$ cat src/rtl/seq2b8lv_autoplayer.sv
// seq2b8lv_autoplayer: records the symbols shown by the 2-bit sequence game
// and plays them back as timed one-hot button presses.
//
// state | meaning
// IDLE  | disabled, buttons released
// WATCH | recording displayed symbols, waiting for the game to go quiet
// PRESS | holding the button for mem[idx]
// REL   | all buttons released between presses
// DONE  | game reported a win, hold until en drops
module seq2b8lv_autoplayer #(
  parameter int DEPTH = 8,
  parameter int GAP   = 16,
  parameter int PRESS = 4,
  parameter int REL   = 4
) (
  input  logic       clk,
  input  logic       reset,
  input  logic       en,
  input  logic       disp_en,
  input  logic [3:0] l,
  input  logic       win,
  output logic [3:0] b,
  output logic       busy,
  output logic       done,
  output logic       err,
  output logic [3:0] count
);

  localparam logic [2:0] S_IDLE  = 3'd0;
  localparam logic [2:0] S_WATCH = 3'd1;
  localparam logic [2:0] S_PRESS = 3'd2;
  localparam logic [2:0] S_REL   = 3'd3;
  localparam logic [2:0] S_DONE  = 3'd4;

  localparam int AW = (DEPTH > 1) ? $clog2(DEPTH) : 1;
  localparam logic [3:0] DEPTH_C   = 4'(DEPTH);
  localparam logic [7:0] GAP_END   = 8'(GAP - 1);
  localparam logic [7:0] PRESS_END = 8'(PRESS - 1);
  localparam logic [7:0] REL_END   = 8'(REL - 1);

  logic [2:0] state;
  logic       disp_en_d;
  logic       cap_pending;
  logic [7:0] quiet;
  logic [7:0] t;
  logic [3:0] idx;
  logic [3:0] idx_nxt;
  logic [1:0] mem [0:DEPTH-1];

  logic       rise;
  logic       capture;
  logic       store;
  logic       l_legal;
  logic [1:0] sym;

  function automatic logic [3:0] onehot(input logic [1:0] s);
    return 4'b0001 << s;
  endfunction

  // Decode the one-hot light pattern; anything else is illegal.
  always_comb begin
    sym     = 2'd0;
    l_legal = 1'b1;
    case (l)
      4'b0001: sym = 2'd0;
      4'b0010: sym = 2'd1;
      4'b0100: sym = 2'd2;
      4'b1000: sym = 2'd3;
      default: l_legal = 1'b0;
    endcase
  end

  assign rise    = disp_en & ~disp_en_d;
  assign capture = cap_pending & (state == S_WATCH);
  // Only write memory when the state logic actually takes the capture.
  assign store   = capture & en & ~win & l_legal & (count != DEPTH_C);
  assign idx_nxt = idx + 4'd1;
  assign busy    = (state == S_WATCH) | (state == S_PRESS) | (state == S_REL);
  assign done    = (state == S_DONE);

  // Symbol memory; contents are meaningless until written, so no reset.
  always_ff @(posedge clk) begin
    if (store) mem[count[AW-1:0]] <= sym;
  end

  // Main sequencer: en=0 beats win, win beats normal state progression.
  always_ff @(posedge clk or negedge reset) begin
    if (!reset) begin
      state       <= S_IDLE;
      b           <= 4'd0;
      count       <= 4'd0;
      err         <= 1'b0;
      disp_en_d   <= 1'b0;
      cap_pending <= 1'b0;
      quiet       <= 8'd0;
      t           <= 8'd0;
      idx         <= 4'd0;
    end else begin
      disp_en_d   <= disp_en;
      // Strobes seen outside WATCH never turn into captures.
      cap_pending <= rise & (state == S_WATCH);
      if (!en) begin
        state <= S_IDLE;
        b     <= 4'd0;
      end else if (win && (state != S_IDLE)) begin
        state <= S_DONE;
        b     <= 4'd0;
      end else begin
        case (state)
          S_IDLE: begin
            b     <= 4'd0;
            state <= S_WATCH;
            count <= 4'd0;
            quiet <= 8'd0;
          end
          S_WATCH: begin
            if (capture) begin
              if (!l_legal) begin
                err <= 1'b1;
              end else begin
                quiet <= 8'd0;
                if (count == DEPTH_C) err <= 1'b1;
                else count <= count + 4'd1;
              end
            end else if (count != 4'd0) begin
              if (quiet == GAP_END) begin
                state <= S_PRESS;
                idx   <= 4'd0;
                t     <= 8'd0;
                b     <= onehot(mem[0]);
              end else begin
                quiet <= quiet + 8'd1;
              end
            end else begin
              quiet <= 8'd0;
            end
          end
          S_PRESS: begin
            if (t == PRESS_END) begin
              state <= S_REL;
              t     <= 8'd0;
              b     <= 4'd0;
            end else begin
              t <= t + 8'd1;
            end
          end
          S_REL: begin
            if (t == REL_END) begin
              t <= 8'd0;
              if (idx == count - 4'd1) begin
                // Next round re-shows the whole sequence, so record afresh.
                state <= S_WATCH;
                count <= 4'd0;
                quiet <= 8'd0;
              end else begin
                state <= S_PRESS;
                idx   <= idx_nxt;
                b     <= onehot(mem[idx_nxt[AW-1:0]]);
              end
            end else begin
              t <= t + 8'd1;
            end
          end
          S_DONE: begin
            b <= 4'd0;
          end
          default: begin
            state <= S_IDLE;
            b     <= 4'd0;
          end
        endcase
      end
    end
  end

endmodule

$ cat config.mk
export PLATFORM = sky130hd
export DESIGN_NAME = seq2b8lv_autoplayer
export DESIGN_NICKNAME = d
export VERILOG_FILES = /design/src/rtl/seq2b8lv_autoplayer.sv
export SDC_FILE = /design/constraint.sdc
export NUM_CORES = 1
export LEC_CHECK = 0
export ABC_CLOCK_PERIOD_IN_PS = 3700
export CORE_AREA = 2 2 83 77
export DETAILED_ROUTE_END_ITERATION = 7
export DIE_AREA = 0 0 85 79
export GPL_TIMING_DRIVEN = 1
export MAX_ROUTING_LAYER = met4
export PLACE_DENSITY_LB_ADDON = 0.25
export SKIP_LAST_GASP = 1
export SLEW_MARGIN = 20
export SYNTH_ARGS = -nofsm -noshare
export SYNTH_HDL_FRONTEND = slang
export SYNTH_SLANG_ARGS = --single-unit
$ cat constraint.sdc
create_clock -name clk -period 3.7 [get_ports clk]
set_input_delay 0.555 -clock clk [delete_from_list [all_inputs] [get_ports clk]]
set_output_delay 0.555 -clock clk [all_outputs]
set_load 0.03 [all_outputs]
# Word-level counts from Yosys, hierarchy flattened
# Memory sizes are Yosys's and may differ from the RTL's.
# Cells that the tools add are included.
dict set report word_totals {
  latch_bits 0
  romBits 0
  memories 1
  word_cells 125
  regBits 34
  ram_bits 16
}
# memory depth word_bits rd rd_ports_with_merged_regs write_ports line_no
set mem_list {}
lappend mem_list {mem 8 2 2 0 1 48} ;# logic [1:0] mem [0:DEPTH-1];
dict set report classes {
  shift 2
  n_bitwise 12
  n_mux 48
  n_lt_le_gt_ge 0
  multipliers 0
  n_reduce_logical 16
  n_eq_ne 32
  addsub 5
  div_mod_pow 0
}
# cell n
set op_table {}
lappend op_table {{8-bit 2-to-1 mux} 10}
lappend op_table {{4-bit 2-to-1 mux} 18}
lappend op_table {{4-bit one-hot mux with 3 select lines} 2}
lappend op_table {{8-bit one-hot mux with 3 select lines} 1}
lappend op_table {{3-bit 2-to-1 mux} 7}
lappend op_table {{6-bit AND reduction} 3}
lappend op_table {{8-bit by 1-bit adder with 8-bit output (second input constant)} 2}
lappend op_table {{4-bit by 2-bit inequality test with 1-bit output (second input constant)} 4}
lappend op_table {{8-bit one-hot mux with 2 select lines} 1}
lappend op_table {{8-bit AND reduction} 2}
lappend op_table {{3-bit one-hot mux with 5 select lines} 1}
lappend op_table {{4-bit inequality test (second input constant)} 3}
lappend op_table {{2-bit by 1-bit inequality test with 1-bit output (second input constant)} 5}
lappend op_table {{2-bit inequality test (second input constant)} 5}
lappend op_table {{4-bit by 1-bit adder with 4-bit output (second input constant)} 2}
lappend op_table {{4-bit == test (second input constant)} 2}
lappend op_table {{8-bit by 2-bit == test with 1-bit output (second input constant)} 1}
lappend op_table {{8-bit by 4-bit == test with 1-bit output (second input constant)} 1}
lappend op_table {{4-bit one-hot mux with 2 select lines} 1}
lappend op_table {{1-bit by 2-bit << shifter with 4-bit output (first input constant)} 2}
lappend op_table {{1-bit bitwise AND} 7}
lappend op_table {{7-bit AND reduction} 1}
lappend op_table {{3-bit by 2-bit == test with 1-bit output (second input constant)} 2}
lappend op_table {{2-bit one-hot mux with 3 select lines} 1}
lappend op_table {{22 further kinds} 31}

# Logic depth before layout (Yosys ltp)
# Gate-level depths: netlist of run 1.
dict set report logic_depth {
  ltp_word 8
  ltp_mapped 8
}

# Least setup slack after synthesis of run 1
# OpenSTA, ideal clock, no wires.
dict set report synth_path {
  path_type {reg2reg}
  from {register count[0]}
  to {register quiet[1]}
  period_less_slack_ps 2445
  t_required_ps 3620
  t_arrival_ps 2366
  stages_incl_launch_ff 9
  setup_ps 80
  setup_slack_ps 1255
  path_buffers 1
  cell_sequence {dfrtp_1 inv_1 ha_1 xnor3_1 and3_1 clkbuf_1 a31oi_1 a211oi_2 mux2i_1}
}
dict set report synth_via {
  elab_chain_len 4
  elab_cells_between_ends 9
}
# item line_no
set synth_rtl {}
lappend synth_rtl {{start, declared} 26} ;# output logic [3:0] count
lappend synth_rtl {{start signal, assigned} 123} ;# else count <= count + 4'd1;
lappend synth_rtl {{4-bit by 1-bit subtractor with 4-bit output / 4-bit nonzero test (equally long branches)} {150, 125}}
lappend synth_rtl {{4-bit == test / 8-bit 2-to-1 mux (equally long branches)} {150, 125}}
lappend synth_rtl {{2-bit by 1-bit inequality test with 1-bit output (no source line) / 8-bit 2-to-1 mux (equally long branches)} --}
lappend synth_rtl {{7-bit AND reduction (no source line) / 8-bit one-hot mux with 3 select lines (equally long branches)} --}
lappend synth_rtl {{end signal, assigned} 132} ;# quiet <= quiet + 8'd1;
lappend synth_rtl {{end, declared} 44} ;# logic [7:0] quiet;
# Parallel ways exist; a longest one is shown, timed or not.
# A chain may end at the register's enable or synchronous reset.

# Final worst setup path of run 1
dict set report layout_path {
  from {input l[2]}
  to {memory mem[1][1] (enable)}
}
dict set report layout_via {
  elab_chain_len 7
  elab_cells_between_ends 10
}
# item line_no
set layout_rtl {}
lappend layout_rtl {{start, declared} 20} ;# input logic [3:0] l,
lappend layout_rtl {{4-bit == test (tied with other cells)} 64} ;# case (l)
lappend layout_rtl {{4-bit OR reduction (no source line) *} --}
lappend layout_rtl {{1-bit 2-to-1 mux *} 64}
lappend layout_rtl {{1-bit bitwise AND * (2 in series)} 76} ;# assign store = capture & en & ~win & l_legal & (count != DEPTH_C);
lappend layout_rtl {{1-bit 2-to-1 mux *} 83} ;# if (store) mem[count[AW-1:0]] <= sym;
lappend layout_rtl {{1-bit 2-to-1 mux (not written as such) *} 83}
lappend layout_rtl {{end, declared} 48}
# Every way passes the cells marked *; elsewhere a longest branch is shown, timed or not.

==> flow_metrics.tcl, run 1 <==
set metrics [dict create \
    place_area_mm2 0.00311 \
    rows 27 \
    avgSynthCellArea_um2 10.4 \
    start_util_pct 48.4 \
    drc 0 \
    min-delay-start "disp_en_d" \
    synth_area_mm2 0.00286 \
    cts-hold-fix-buffers 0 \
    place_ws_ns 0.776 \
    cts-resized-gates 0 \
    whs_path_depth 1 \
    max_cap_violations 0 \
    crit_arrival_ns 2.60 \
    grt_max_degree 35 \
    reg2reg_slack_ns 1.10 \
    min_period_ns 2.63 \
    core_mm2 0.00591 \
    grt_pass1_vias 2149 \
    placed_cells 357 \
    min_path_type "flop to flop" \
    power_density_mw_per_mm2 546 \
    fillers 525 \
    final_nets 306 \
    ys_async_sr_fraction_pct 68.0 \
    setup_ws_ns 1.07 \
    ant_nets 0 \
    num_vias 2217 \
    die_h_um 79 \
    synthToLayoutAreaGrowth_pct 11.7 \
    synth_cell_types 62 \
    power_mw 1.75 \
    min_to "cap_pending" \
    vias_per_cell 6.07 \
    final_area_mm2 0.00320 \
    seq_area_mm2 0.00133 \
    gp_congestion 0.833 \
    clock_path_buffers 2 \
    synth_ff_type "dfrtp_1" \
    antennaDiodeCount 0 \
    setup_viol 0 \
    yosys_register_bits 50 \
    worstSetupEndpointType "flop" \
    timing.rr.start "count[1]" \
    die_area_mm2 0.00672 \
    grt_pass1_wl_mm 10.2 \
    path_clk_slew_ns 0.09 \
    final_util_pct 54.1 \
    io_buffers 19 \
    cts_root_buf "clkbuf_8" \
    multi_input_area_mm2 0.00145 \
    reg2regPathDepth 7 \
    cp-start-kind "input pin" \
    worstSetupPathType "input pin to flop" \
    max-vdd-ir-drop_v 0.000286 \
    fin_hold_ws_ns 0.398 \
    cts_setup_buffers 0 \
    final_cell_mix "dfrtp_1 (34), clkdlybuf4s50_1 (19), nand2_1 (18)" \
    wirelength_mm 5.77 \
    syn_nets 289 \
    drive_gt1_share_pct 9.22 \
    fmaxAchievable_ghz 0.381 \
    ios 20 \
    tightestPinTransition_ns 0.767 \
    cp.required_ns 3.68 \
    p_leak_nw 1.25 \
    h-tree-depth 2 \
    drt-pass1-iter-count 4 \
    synth_cells 275 \
    grt_antenna_before_repair 0 \
    crit_path_max_fanout 7 \
    routedWlPerCell_um 15.8 \
    maxSlewViolCount 0 \
    grt_usage_pct 19.2 \
    seq_area_frac_synth_pct 46.5 \
    grt_setup_unrepaired "false" \
    skew_ns 0.0128 \
    timing.slew.headroom_pct 48.5 \
    hold_viol_final 0 \
    status "finished, final reports clean" \
    cts_tree "yes" \
    tns_ns 0 \
    hpwl_mm 4.22 \
    drtIter0Drc 163 \
    clock-sinks 50 \
    dieWidth_um 85 \
    final_common_cell "dfrtp_1" \
    fin_cells 365 \
    clkLatencyLatePin_ns 0.31 \
    r2r-end "quiet[7]" \
    gr-total-overflow 0 \
    yosysWarnings 0 \
    synth_edf_count 16 \
    cts_buffers 5 \
    finalCritPeriodShare_pct 71.0 \
]
-- Yosys cell counts, types with 2 or more instances --
cell type	instances	share of area, %
a211oi_1	2	0.52
a211oi_2	2	0.87
a21boi_0	2	0.52
a21o_1	5	1.3
a21oi_1	8	1.4
a22o_1	4	1.2
a2bb2oi_1	3	0.92
a31oi_1	8	1.7
and3_1	5	1.1
buf_2	3	0.52
clkbuf_1	7	0.92
dfrtp_1	34	30
edfxtp_1	16	17
ha_1	5	2.2
inv_1	12	1.6
mux2_2	2	0.79
mux2i_1	4	1.4
mux4_2	4	3.1
nand2_1	18	2.4
nand2b_1	6	1.3
nand3_1	15	2.6
nand3b_1	2	0.52
nor2_1	17	2.2
nor2b_1	2	0.44
nor3_1	10	1.7
nor3_2	2	0.70
nor3b_1	4	1.0
o21a_1	3	0.79
o21ai_0	17	3.0
o2bb2ai_1	2	0.61
o31ai_1	9	2.4
or2_2	2	0.44
or3_1	2	0.44
or4_1	2	0.52
or4_4	2	0.79
xnor2_1	3	0.92
xor2_1	6	1.8
-- metal layers --
metal  track usage (%)  up-vias  part of all wire (%)
met1              26.7     1100                    50
met3              3.22        4                   2.6
li1                  -     1078                     -
met5                 -        -                     0
met4              3.97        0                  0.62
met2              29.9       35                    47
-- worst max-delay path: stages --
cell	delay, ns
clkdlybuf4s50_1	0.62
xnor2_1	0.10
or3_1	0.34
a21boi_0	0.42
nand3_1	0.24
nor3_1	0.33
-- area by class of cell --
class,count,area share (%)
Clock buffer,6,2.27
Sequential cell,50,41.6
Timing Repair Buffer,20,6.18
Multi-Input combinational cell,203,45.2
Tap cell,72,2.82
Clock inverter,2,0.470
Inverter,12,1.41
-- cell families (layout without fill, tap and decap cells) --
family	count (synthesis)	count (layout)	share of synthesized area [%]
simple gates	98	98	19.5
compound gates	80	80	19.9
flops	50	50	46.5
buf+inv	22	40	3.02
fa+ha+maj	5	5	2.19
xor+xnor	10	10	3.54
mux	10	10	5.33
-- power breakdown --
group	switching, mW	internal [mW]	total, mW
combinational	0.388	0.264	0.652
clock	0.184	0.134	0.317
sequential	0.128	0.649	0.777
-- worst max path at each step --
stage	cells after the start	to	from	slack, ns
5_1_grt	6	mem[1][0]	l[2]	0.89
2_1_floorplan	8	quiet[1]	count[0]	1.25
4_1_cts	6	mem[1][1]	l[2]	1.11
3_3_place_gp	6	mem[1][0]	l[2]	0.90
3_5_place_dp	6	mem[1][1]	l[2]	0.78
6_report	6	mem[1][1]	l[2]	1.07
-- state kept, by name (all words and copies together) (netlist names) --
register	cells
mem	16
quiet	8
t	8
b	4
count	4
idx	4
state	3
cap_pending	1
disp_en_d	1
err	1
No activity file was read; power rests on OpenSTA's default activity.
==> run 2, diff against run 1 <==
--- a/config.mk
+++ b/config.mk
@@ -5,7 +5,7 @@
 export SDC_FILE = /design/constraint.sdc
 export NUM_CORES = 1
 export LEC_CHECK = 0
-export ABC_CLOCK_PERIOD_IN_PS = 3700
+export ABC_CLOCK_PERIOD_IN_PS = 2400
 export CORE_AREA = 2 2 83 77
 export DETAILED_ROUTE_END_ITERATION = 7
 export DIE_AREA = 0 0 85 79
==> constraint.sdc (replaced) <==
create_clock -name clk -period 2.4 [get_ports clk]
set_input_delay 0.36 -clock clk [delete_from_list [all_inputs] [get_ports clk]]
set_output_delay 0.36 -clock clk [all_outputs]
set_load 0.03 [all_outputs]
==> run 2 against run 1 <==
Sequential power increased by 48%. Sequential share of layout area decreased by 2.9 points. Flip-flop and latch count unchanged. Die area unchanged. Non-clock buffer count increased by 27. Core utilization increased by 4.1 points. Clock skew decreased by 0.0076 ns. Via count increased by 5.0%. Cell area increased by 7.5%. Cell count increased by 7.4%. Combinational power increased by 87%. Critical path type is now flop to flop. Critical endpoint is now idx[2]. Largest cell class unchanged. Largest power group is now combinational logic. Highest routed layer unchanged.
==> flow_metrics.tcl, run 2 (synthesis results as in run 1) <==
set metrics [dict create \
    clkLatencyLatePin_ns 0.30 \
    drc 0 \
    cts_buffers 5 \
    hold_viol_final 0 \
    gr-total-overflow 0 \
    h-tree-depth 2 \
    drtIter0Drc 156 \
    tns_ns 0 \
    grt_usage_pct 20.0 \
    cp_slowest_stage_delay_ns 0.52 \
    grt_max_degree 35 \
    die_area_mm2 0.00672 \
    fillers 499 \
    tightestPinTransition_ns 0.592 \
    status "finished, final reports clean" \
    max_cap_violations 0 \
    skew_ns 0.00517 \
    io_buffers 19 \
    synthToLayoutAreaGrowth_pct 20.1 \
    cts-hold-fix-buffers 0 \
    path_cells "ha_1 > or4b_4 > or4_4 > a211oi_1 > o21ai_0 > a22o_1" \
    fmaxAchievable_ghz 0.440 \
    core_mm2 0.00591 \
    grt_antenna_before_repair 0 \
    dieWidth_um 85 \
    cp.required_ns 2.60 \
    antennaDiodeCount 0 \
    grt_pass1_wl_mm 10.4 \
    drt-pass1-iter-count 4 \
    path_clk_slew_ns 0.09 \
    rows 27 \
    maxSlewViolCount 0 \
    ant_nets 0 \
    wirelength_mm 6.11 \
    clock_path_buffers 2 \
    cts_tree "yes" \
    die_h_um 79 \
    routedWlPerCell_um 15.6 \
    largest_register_ffs 16 \
    power_density_mw_per_mm2 863 \
    final_common_cell "dfrtp_1" \
    worst_path_max_delay_cell "or4b_4" \
    min_period_ns 2.27 \
    worstSetupEndpointType "flop" \
    setup_viol 0 \
    crit_path_max_fanout 5 \
    vias_per_cell 5.94 \
    start_util_pct 48.4 \
    worstSetupPathType "flop to flop" \
    gp_congestion 0.827 \
    finalCritPeriodShare_pct 94.7 \
    place_ws_ns 0.0204 \
    fin_hold_ws_ns 0.404 \
    setup_ws_ns 0.127 \
    grt_pass1_vias 2224 \
    final_nets 333 \
    place_area_mm2 0.00331 \
    hpwl_mm 4.55 \
    final_cell_mix "dfrtp_1 (34), buf_4 (28), clkdlybuf4s50_1 (19)" \
    ios 20 \
    drive_gt1_share_pct 17.2 \
    num_vias 2327 \
    crit_arrival_ns 2.47 \
    clock-sinks 50 \
    final_area_mm2 0.00344 \
    min_path_type "flop to flop" \
    p_leak_nw 1.40 \
    cp-start-kind "flop" \
    cts_root_buf "clkbuf_8" \
    timing.slew.headroom_pct 60.2 \
    max-vdd-ir-drop_v 0.000753 \
]
-- run 2: cell types whose count changed in the layout (fill, tap and decap cells not counted) --
cell,delta
bufinv_16,+1
buf_4,+27
o32ai_2,+1
o32ai_1,-1
a211oi_4,+1
clkinvlp_4,-1
a211oi_2,-1
-- run 2: what timing repair did --
action / CTS / global route
setup endpoints to repair: 0 / 4
gates resized for setup: 0 / 2
hold endpoints to repair: 0 / 0
buffers inserted: 0 / 0
-- run 2: final timing paths --
kind / endpoint / slack, ns / depth (start not counted) / start
worst max-delay path: idx[2] / 0.13 / 6 / t[0]
worst min-delay path: cap_pending / 0.40 / 1 / disp_en_d
worst max register to register: idx[2] / 0.13 / 6 / t[0]
worst min register to register: cap_pending / 0.40 / 1 / disp_en_d
max in group asynchronous: count[2] / 1.61 / 2 / reset
min in group asynchronous: b[3] / 0.46 / 2 / reset
-- run 2: worst max-delay path: cells and delay by family, from the launching register on --
family	cells	cell delay [ns]
flops	1	0.39
simple gates	2	1.02
fa+ha+maj	1	0.21
compound gates	3	0.56
-- run 2: per-stage QoR --
step                      instances  power (mW)  util (%)
final                           392        2.97      58.1
after global routing            392        3.15      58.1
after CTS                       392        2.96      57.9
after detailed placement        384        2.37      56.0
after global placement          384        2.35      56.0
after floorplan                 275        1.93         -
-- run 2: final cells by class --
type,count,area [µm²],share of cell area (%)
flip-flops and latches,50,1330,38.7
inverters,12,45.0,1.31
repair buffers,47,400,11.6
clock inverters,2,37.5,1.09
well taps,72,90.1,2.62
multi-input cells,203,1460,42.5
clock buffers,6,72.6,2.11
-- run 2: layer usage --
metal  GRT usage, %  up-vias  share of wire [%]
met5              -        -                  0
met4           5.40        0                1.4
met3           3.85        9                3.2
met2           30.8       45                 46
met1           27.3     1144                 49
li1               -     1129                  -
-- run 2: power by group --
| group | switching (mW) | internal (mW) |
|---|---|---|
| Combinational | 0.696 | 0.525 |
| Sequential | 0.151 | 1.00 |
| Clock | 0.283 | 0.311 |
| Total | 1.13 | 1.84 |
